## src/rtl/bus_arbiter_if.sv

```systemverilog
// Bus arbiter interface: request/grant lines plus the shared burst-bus
// control signals seen by the arbiter. The slave modport is the arbiter's
// view and the master modport is the view of the requesting masters and the bus.
interface bus_arbiter_if #(
  parameter int NUM_MASTERS = 4
);
  localparam int AW = $clog2(NUM_MASTERS);

  logic [NUM_MASTERS-1:0] requests;
  logic [NUM_MASTERS-1:0] grants;
  logic                   beginTransactionIn;
  logic                   endTransactionIn;
  logic                   busErrorIn;
  logic                   endTransactionOut;
  logic                   busErrorOut;
  logic                   busBusy;
  logic [AW-1:0]          activeMaster;

  modport slave (
    input  requests, beginTransactionIn, endTransactionIn, busErrorIn,
    output grants, endTransactionOut, busErrorOut, busBusy, activeMaster
  );

  modport master (
    output requests, beginTransactionIn, endTransactionIn, busErrorIn,
    input  grants, endTransactionOut, busErrorOut, busBusy, activeMaster
  );
endinterface

```

## src/rtl/bus_arbiter.sv

```systemverilog
// Round-robin arbiter for the shared burst bus. Grants one master at a time
// with a single-cycle pulse, tracks ownership until end/error, and aborts
// owners that stall with an arbiter-generated end + error pulse.
// BEGIN_TIMEOUT must not exceed BUS_TIMEOUT (both share one counter).
module bus_arbiter #(
  parameter int NUM_MASTERS   = 4,
  parameter int BEGIN_TIMEOUT = 16,
  parameter int BUS_TIMEOUT   = 1024
) (
  input  logic           clock,
  input  logic           reset,
  bus_arbiter_if.slave   bus
);
  localparam int AW = $clog2(NUM_MASTERS);
  localparam int CW = $clog2(BUS_TIMEOUT);
  localparam logic [CW-1:0] BEGIN_LAST = CW'(BEGIN_TIMEOUT - 1);
  localparam logic [CW-1:0] BUS_LAST   = CW'(BUS_TIMEOUT - 1);
  localparam logic [AW:0]   NM_W       = (AW+1)'(NUM_MASTERS);
  localparam logic [AW-1:0] LAST_IDX   = AW'(NUM_MASTERS - 1);

  typedef enum logic [2:0] {
    IDLE, GRANT, WAIT_BEGIN, OWNED, ABORT
  } state_t;

  state_t                 state_q, state_d;
  logic [AW-1:0]          ptr_q, ptr_d;
  logic [CW-1:0]          cnt_q, cnt_d;
  logic [AW-1:0]          active_q, active_d;
  logic [NUM_MASTERS-1:0] grants_q, grants_d;
  logic                   busy_q, busy_d;
  logic                   end_out_q, end_out_d;
  logic                   err_out_q, err_out_d;

  logic [AW:0]            cand;
  logic [AW-1:0]          sel_idx;
  logic                   sel_found;
  logic [AW-1:0]          next_ptr;

  // Pick the first requesting master at or above the pointer, wrapping around
  always_comb begin
    cand      = '0;
    sel_idx   = '0;
    sel_found = 1'b0;
    for (int i = 0; i < NUM_MASTERS; i++) begin
      cand = {1'b0, ptr_q} + (AW+1)'(i);
      if (cand >= NM_W) begin
        cand = cand - NM_W;
      end
      if (!sel_found && bus.requests[cand[AW-1:0]]) begin
        sel_found = 1'b1;
        sel_idx   = cand[AW-1:0];
      end
    end
  end

  assign next_ptr = (active_q == LAST_IDX) ? '0 : active_q + AW'(1);

  // Next-state logic for the arbitration/ownership FSM and its counter
  always_comb begin
    state_d  = state_q;
    ptr_d    = ptr_q;
    cnt_d    = cnt_q;
    active_d = active_q;
    case (state_q)
      IDLE: begin
        if (|bus.requests) begin
          active_d = sel_idx;
          state_d  = GRANT;
        end
      end
      GRANT: begin
        ptr_d   = next_ptr;
        cnt_d   = '0;
        state_d = WAIT_BEGIN;
      end
      WAIT_BEGIN: begin
        // Begin takes priority over the timeout; end/error are ignored here
        if (bus.beginTransactionIn) begin
          cnt_d   = '0;
          state_d = OWNED;
        end else if (cnt_q == BEGIN_LAST) begin
          state_d = IDLE;
        end else begin
          cnt_d = cnt_q + CW'(1);
        end
      end
      OWNED: begin
        // A normal end on the final counter value wins over the watchdog
        if (bus.endTransactionIn || bus.busErrorIn) begin
          state_d = IDLE;
        end else if (cnt_q == BUS_LAST) begin
          state_d = ABORT;
        end else begin
          cnt_d = cnt_q + CW'(1);
        end
      end
      ABORT: begin
        state_d = IDLE;
      end
      default: begin
        state_d = IDLE;
      end
    endcase
  end

  // Registered outputs are decoded from the next state so they line up with it
  generate
    for (genvar gi = 0; gi < NUM_MASTERS; gi++) begin : g_grant
      assign grants_d[gi] = (state_d == GRANT) && (active_d == AW'(gi));
    end
  endgenerate

  assign busy_d    = (state_d != IDLE);
  assign end_out_d = (state_d == ABORT);
  assign err_out_d = (state_d == ABORT);

  // State, pointer, counter and output registers; reset clears everything at once
  always_ff @(posedge clock or negedge reset) begin
    if (!reset) begin
      state_q   <= IDLE;
      ptr_q     <= '0;
      cnt_q     <= '0;
      active_q  <= '0;
      grants_q  <= '0;
      busy_q    <= 1'b0;
      end_out_q <= 1'b0;
      err_out_q <= 1'b0;
    end else begin
      state_q   <= state_d;
      ptr_q     <= ptr_d;
      cnt_q     <= cnt_d;
      active_q  <= active_d;
      grants_q  <= grants_d;
      busy_q    <= busy_d;
      end_out_q <= end_out_d;
      err_out_q <= err_out_d;
    end
  end

  assign bus.grants            = grants_q;
  assign bus.busBusy           = busy_q;
  assign bus.endTransactionOut = end_out_q;
  assign bus.busErrorOut       = err_out_q;
  assign bus.activeMaster      = active_q;
endmodule
```

## src/flat_wrapper.sv

```systemverilog
// flat-port wrapper written by rule: the top's interface ports become plain ports
module bus_arbiter_flat 
#(
  parameter int NUM_MASTERS   = 4,
  parameter int BEGIN_TIMEOUT = 16,
  parameter int BUS_TIMEOUT   = 1024
)
  (clock, reset, bus_requests, bus_beginTransactionIn, bus_endTransactionIn, bus_busErrorIn, bus_grants, bus_endTransactionOut, bus_busErrorOut, bus_busBusy, bus_activeMaster);
  bus_arbiter_if #(.NUM_MASTERS(NUM_MASTERS)) bus_i ();
  input  logic clock;
  input  logic reset;
  input wire logic [$bits(bus_i.requests)-1:0] bus_requests;
  input wire logic [$bits(bus_i.beginTransactionIn)-1:0] bus_beginTransactionIn;
  input wire logic [$bits(bus_i.endTransactionIn)-1:0] bus_endTransactionIn;
  input wire logic [$bits(bus_i.busErrorIn)-1:0] bus_busErrorIn;
  output wire logic [$bits(bus_i.grants)-1:0] bus_grants;
  output wire logic [$bits(bus_i.endTransactionOut)-1:0] bus_endTransactionOut;
  output wire logic [$bits(bus_i.busErrorOut)-1:0] bus_busErrorOut;
  output wire logic [$bits(bus_i.busBusy)-1:0] bus_busBusy;
  output wire logic [$bits(bus_i.activeMaster)-1:0] bus_activeMaster;
  assign bus_i.requests = bus_requests;
  assign bus_i.beginTransactionIn = bus_beginTransactionIn;
  assign bus_i.endTransactionIn = bus_endTransactionIn;
  assign bus_i.busErrorIn = bus_busErrorIn;
  assign bus_grants = bus_i.grants;
  assign bus_endTransactionOut = bus_i.endTransactionOut;
  assign bus_busErrorOut = bus_i.busErrorOut;
  assign bus_busBusy = bus_i.busBusy;
  assign bus_activeMaster = bus_i.activeMaster;
  bus_arbiter #(.NUM_MASTERS(NUM_MASTERS), .BEGIN_TIMEOUT(BEGIN_TIMEOUT), .BUS_TIMEOUT(BUS_TIMEOUT)) u_core (.clock(clock), .reset(reset), .bus(bus_i));
endmodule
```

## config.mk

```make
export PLATFORM = sky130hd
export DESIGN_NAME = bus_arbiter_flat
export DESIGN_NICKNAME = d
export VERILOG_FILES = /design/src/rtl/bus_arbiter_if.sv /design/src/rtl/bus_arbiter.sv /design/src/flat_wrapper.sv
export SDC_FILE = /design/constraint.sdc
export NUM_CORES = 1
export LEC_CHECK = 0
export ABC_AREA = 1
export CAP_MARGIN = 15
export CORE_MARGIN = 8
export CORE_UTILIZATION = 35
export CTS_BUF_LIST = sky130_fd_sc_hd__clkbuf_2 sky130_fd_sc_hd__clkbuf_4 sky130_fd_sc_hd__clkbuf_8
export DETAILED_ROUTE_END_ITERATION = 12
export HOLD_SLACK_MARGIN = 0.06
export RECOVER_POWER = 25
export SYNTH_ARGS = -nofsm -noshare
export SYNTH_HDL_FRONTEND = slang
export SYNTH_SLANG_ARGS = --single-unit
```

## constraint.sdc

```tcl
create_clock -name clock -period 1.9 [get_ports clock]
set_input_delay 0.475 -clock clock [delete_from_list [all_inputs] [get_ports clock]]
set_output_delay 0.475 -clock clock [all_outputs]
set_load 0.01 [all_outputs]
```

## After elaboration in Yosys (flattened, before gate mapping)

Index checks and enable logic that the tools add are counted.
Widths: inputs -> output; s select.

| word-level totals | value |
|---|---|
| memories | 0 |
| logic and storage cells | 88 |
| RAM bits | 0 |
| latch bits | 0 |
| ROM bits | 0 |
| bits in registers | 23 |

| cells by class | value |
|---|---|
| $mul | 0 |
| reductions and logical operators | 17 |
| order comparisons | 8 |
| shift operators | 0 |
| equality and inequality tests | 14 |
| add/sub/neg operators | 9 |
| mux-type cells | 33 |
| bitwise logic cells | 0 |
| div/mod/pow operators | 0 |

Operators by type and width:

| cell | count |
|---|---|
| $mux 10 | 4 |
| $pmux 10 s3 | 1 |
| $mux 2 | 11 |
| $mux 3 | 5 |
| $lt 2x3->1 const B | 4 |
| $pmux 3 s4 | 1 |
| $add 10x1->10 const B | 1 |
| $eq 10x10->1 const B | 1 |
| $eq 10x4->1 const B | 1 |
| $ge 3x3->1 const B | 3 |
| $bmux 1 s2 | 4 |
| $sub 2x1->2 const B | 4 |
| $logic_and 1x1->1 | 7 |
| $mux 1 | 7 |
| $add 2x2->3 const B | 2 |
| $eq 2x2->1 const B | 3 |
| $eq 3x1->1 const B | 2 |
| $eq 3x2->1 const B | 2 |
| $reduce_bool 3->1 | 2 |
| $ne 2x2->1 const B | 2 |
| $reduce_and 4->1 | 1 |
| $reduce_or 4->1 | 1 |
| $add 2x1->3 const B | 1 |
| $eq 3x3->1 const B | 1 |
| 8 further kinds | 10 |

## Longest topological paths before layout

Gate-level depths: netlist (run 1).

| logic depth | value |
|---|---|
| depth in word-level cells | 18 |
| gate-level depth with buffers | 12 |

## Least setup slack after synthesis (run 1)

OpenSTA, ideal clock, no wires.

| timing | value |
|---|---|
| kind | flip-flop to flip-flop |
| from | reg u_core.cnt_q[0] |
| to | reg u_core.cnt_q[9] |
| buffers on the path | 1 |
| required time | 1.782 ns |
| cell stages (with the launch flop) | 12 |
| path slack | 0.275 ns |
| period minus slack after synthesis | 1.625 ns |
| library setup time | 0.118 ns |
| data arrival time | 1.506 ns |
| cells stage by stage | dfrtp_1 ha_1 nand2_2 nor2_4 nand2_1 nor2_1 nor2_1 nor3_4 nand2_4 buf_6 nand4_1 nand2_1 |

| on the way | value |
|---|---|
| cells in the longest elaborated chain, start to end | 4 |
| elaborated cells between the ends (all ways) | 11 |
| classes of those cells | add/sub: 1; eq/ne: 4; mux: 5; reduce/logical: 1 |

Ends and longest elaborated chain:

| element | RTL line | source |
|---|---|---|
| start, declared | bus_arbiter.sv:27 | `logic [CW-1:0] cnt_q, cnt_d;` |
| start signal, assigned | bus_arbiter.sv:131 | `cnt_q <= cnt_d;` |
| $add 10x1->10 | bus_arbiter.sv:84, bus_arbiter.sv:94 |  |
| $mux 10, on equally long branches | bus_arbiter.sv:91, bus_arbiter.sv:81 |  |
| $mux 10, on equally long branches | bus_arbiter.sv:89, bus_arbiter.sv:78 |  |
| $pmux 10 s3 | bus_arbiter.sv:64 | `case (state_q)` |

Several ways; a longest one is shown, not always the timed one. The select of a mux whose other input is x is not followed.
A chain may end at the register's enable or synchronous reset.

## Worst setup path in the final report (run 1)

| timing | value |
|---|---|
| from | reg u_core.cnt_q[0] |
| to | reg u_core.cnt_q[7] |

The elaborated chain is that of the path after synthesis.

==> results.md, run 1 <==
* Status: finished clean
* Slew HR at approximately 60%
* Port bufs at 17
* Die H at 80.9 µm
* Deepest clock path buffer count at 2
* Synth warn at 0
* First-pass GRT wire length at 5.37 mm
* HP Start: u_core.cnt_q[2]
* Slew Viols, Final at 0
* Nets@finish at 263
* Max cap viols at 0
* Hold WS at 558 ps
* Tot Pwr at 2.59 mW
* Fin. Hold Viols at 0
* Worst setup SP type: flip-flop
* Yosys reg bits at 23
* Synth cell types at 24
* Io pins at 18
* Reg-to-Reg Start: u_core.cnt_q[0]
* Worst R2R End: u_core.cnt_q[7]
* Final WS setup at 63.8 ps
* Core area at roughly 4000 µm²
* CTS buffer count at 3
* DP Wirelength at between 2 and 2.5 mm
* Die span in x at 80.9 µm
* Clock sink count at 23
* H-tree depth at 1
* Share of layout cells above drive strength 1 at approximately 14%
* Tot GR Track Use at 10.1%
* Clk_skew at 10.8 ps
* Worst Path Arrival at 2000 ps
* Post-Syn Nets at around 230
* Clock tree root buffer cell: clkbuf_8
* CTS tree: built
* Antenna Nets Post-Route at 0
* Worst setup EP type: flip-flop
* Global route overflow at 0
* DRC at 0
* Max VDD drop at between 0.5 and 0.6 mV
* Critical-path maximum fanout at 5
* Leak Pwr at just under 1 nW
* Fill count at 416
* Worst slack, placed at -136 ps
* Worst-Skew Late Latency at about 270 ps
* Ys async rst share at 100%
* Area post-placement at approximately 1800 µm²
* Vias in the first global route at 1254
* Antenna cells at 0
* F_max at 545 MHz
* FF-to-FF path depth at 11
* Number of flops mapped to enable cells by yosys at 0
* Antenna violations before repair at 0
* DR vias/cell at 4.74
* Pwr Density at 1380 nW/µm²
* Minimum clock period at 1840 ps
* Final cell area excluding filler cells at approximately 1900 µm²
* Setup Viol. Count Final at 0
* Die ar. at roughly 6500 µm²
* Seq/Total Area, Yosys at 39.1%
* Final worst-path cycle share at 96.6%
* Hold Path End: u_core.cnt_q[2]
* DR iter-0 viols at 69
* Worst Hold Class: flip-flop to flip-flop
* Worst slew pin tran at 595 ps
* Post-synthesis area per instance at 6.82 µm²
* Pre-Repair DR Iteration Count at 4
* Setup CP Type: flip-flop to flip-flop
* Reg2Reg Setup Slack at 60 ps
* Routability cong. at 0.902
* Largest net degree at the start of global routing at 24
* Hold depth at 2
* Clock slew at reported path FFs at 90 ps
* Req. time, crit path at 2060 ps
* Post-Syn Instances at roughly 220
* Post-Route WL at around 3.3 mm
* Avg WL per Cell at 10.9 µm
* Vias at 1428
* Final core occ at 46.7%
* Row cnt at 23
* Synthesized area at 1470 µm²
* Area added between synthesis and finish at 27.7%
* RSZ-0062 raised after global routing: yes
* Post-synth top flop: dfrtp_1
* Initial Utilization at roughly 37%
==> flip-flops by register name (all words and copies together) (netlist names) <==
name	flops
u_core.bus.busBusy	1
u_core.bus.activeMaster	2
u_core.bus.grants	4
u_core.bus.endTransactionOut	1
u_core.state_q	3
u_core.cnt_q	10
u_core.ptr_q	2
==> power by group <==
part | switching [mW] | internal (mW) | total [mW]
Sequential | 0.0996 | 0.619 | 0.719
Clock | 0.156 | 0.164 | 0.320
Combinational | 0.904 | 0.648 | 1.55
==> per-layer routing <==
layer / GRT usage [%] / share of wire [%] / vias to the layer above
li1: - / - / 761
met3: 2.87 / 6.2 / 5
met1: 13.6 / 48 / 632
met5: 0 / 0 / -
met2: 15.6 / 45 / 30
met4: 2.68 / 0.83 / 0
==> cell usage in the layout, fill, tap and decap left out, drive strengths merged <==
master / Yosys / final
a211oi: 4 / 4
a21oi: 4 / 4
a22oi: 2 / 2
buf: 3 / 14
clkbuf: 0 / 5
clkdlybuf4s50: 0 / 16
dfrtp: 23 / 23
dlygate4sd3: 0 / 1
ha: 2 / 2
inv: 31 / 31
nand2: 77 / 79
nand3: 20 / 20
nand3b: 1 / 1
nand4: 5 / 5
nor2: 28 / 28
nor3: 2 / 2
nor4: 1 / 1
o21ai: 11 / 11
xor2: 2 / 2
==> how the worst max path moves through the flow <==
stage | start | endpoint | slack [ps] | cells past startpoint
floorplan | u_core.cnt_q[0] | u_core.cnt_q[9] | 280 | 11
global placement | bus_requests[0] | u_core.bus.grants[2] | -100 | 11
detailed placement | bus_requests[1] | u_core.bus.grants[2] | -140 | 11
CTS | u_core.cnt_q[0] | u_core.cnt_q[7] | 80 | 10
global route | u_core.cnt_q[1] | u_core.cnt_q[2] | -40 | 11
finish | u_core.cnt_q[0] | u_core.cnt_q[7] | 60 | 11
==> layout make-up <==
cell class              instances  area, µm²  area share, %
multi-input cells             161        785           41.7
flip-flops and latches         23        576           30.6
repair buffers                 32        293           15.6
inverters                      31        116           6.19
well taps                      50       62.6           3.33
clock buffers                   4       48.8           2.59
==> worst max-delay path, stage by stage (launching register included) <==
cell and delay [ps]:
dfrtp_1 380, ha_2 190, nand2_2 80, nor2_4 130
nand2_1 90, nor2_2 130, nor2_1 80, nor3_4 230
buf_12 150, nand2_4 70, a21oi_1 130, nor2_1 60
==> cell usage after synthesis, types with 2 or more instances <==
cell       n  area (µm²)
nand3_1   20         100
a22oi_1    2        15.0
dfrtp_1   23         576
nand4_1    5        31.3
buf_4      2        15.0
a211oi_1   4        30.0
nor2_1    27         101
o21ai_2    3        26.3
o21ai_0    5        25.0
nand2_2    2        12.5
ha_1       2        25.0
xor2_1     2        17.5
inv_1     29         109
o21ai_1    3        15.0
inv_2      2        7.51
nand2_1   74         278
a21oi_1    4        20.0
==> cells by family (layout without fill, tap and decap cells) <==
group                    Yosys count  in the layout  synth area share (%)
AND/OR/NAND/NOR                  134            136                  39.4
buffers and inverters             34             67                  9.69
flip-flops                        23             23                  39.1
AO/OA/AOI/OAI                     21             21                  8.92
adder cells (fa/ha/maj)            2              2                  1.70
XOR/XNOR                           2              2                  1.19
==> repair_timing <==
action / CTS / global route
gates resized for setup: 0 / 5
hold buffers: 0 / 0
endpoints found under the setup margin: 0 / 6
buffers inserted: 0 / 2
==> metrics by stage <==
stage	instances	TNS (ps)
6_report	301	0
5_1_grt	301	-134
4_1_cts	297	0
3_5_place_dp	293	-529
3_3_place_gp	293	-433
2_1_floorplan	216	0
Power figures use the tool's default switching activity.
==> run 2, diff against run 1 <==
--- a/config.mk
+++ b/config.mk
@@ -10,6 +10,7 @@
 export CORE_MARGIN = 8
 export CORE_UTILIZATION = 35
 export CTS_BUF_LIST = sky130_fd_sc_hd__clkbuf_2 sky130_fd_sc_hd__clkbuf_4 sky130_fd_sc_hd__clkbuf_8
+export CTS_CLUSTER_DIAMETER = 100
 export DETAILED_ROUTE_END_ITERATION = 12
 export HOLD_SLACK_MARGIN = 0.06
 export RECOVER_POWER = 25
==> results of run 2 <==
Final layout, timing and power as in run 1 (identical DEF).
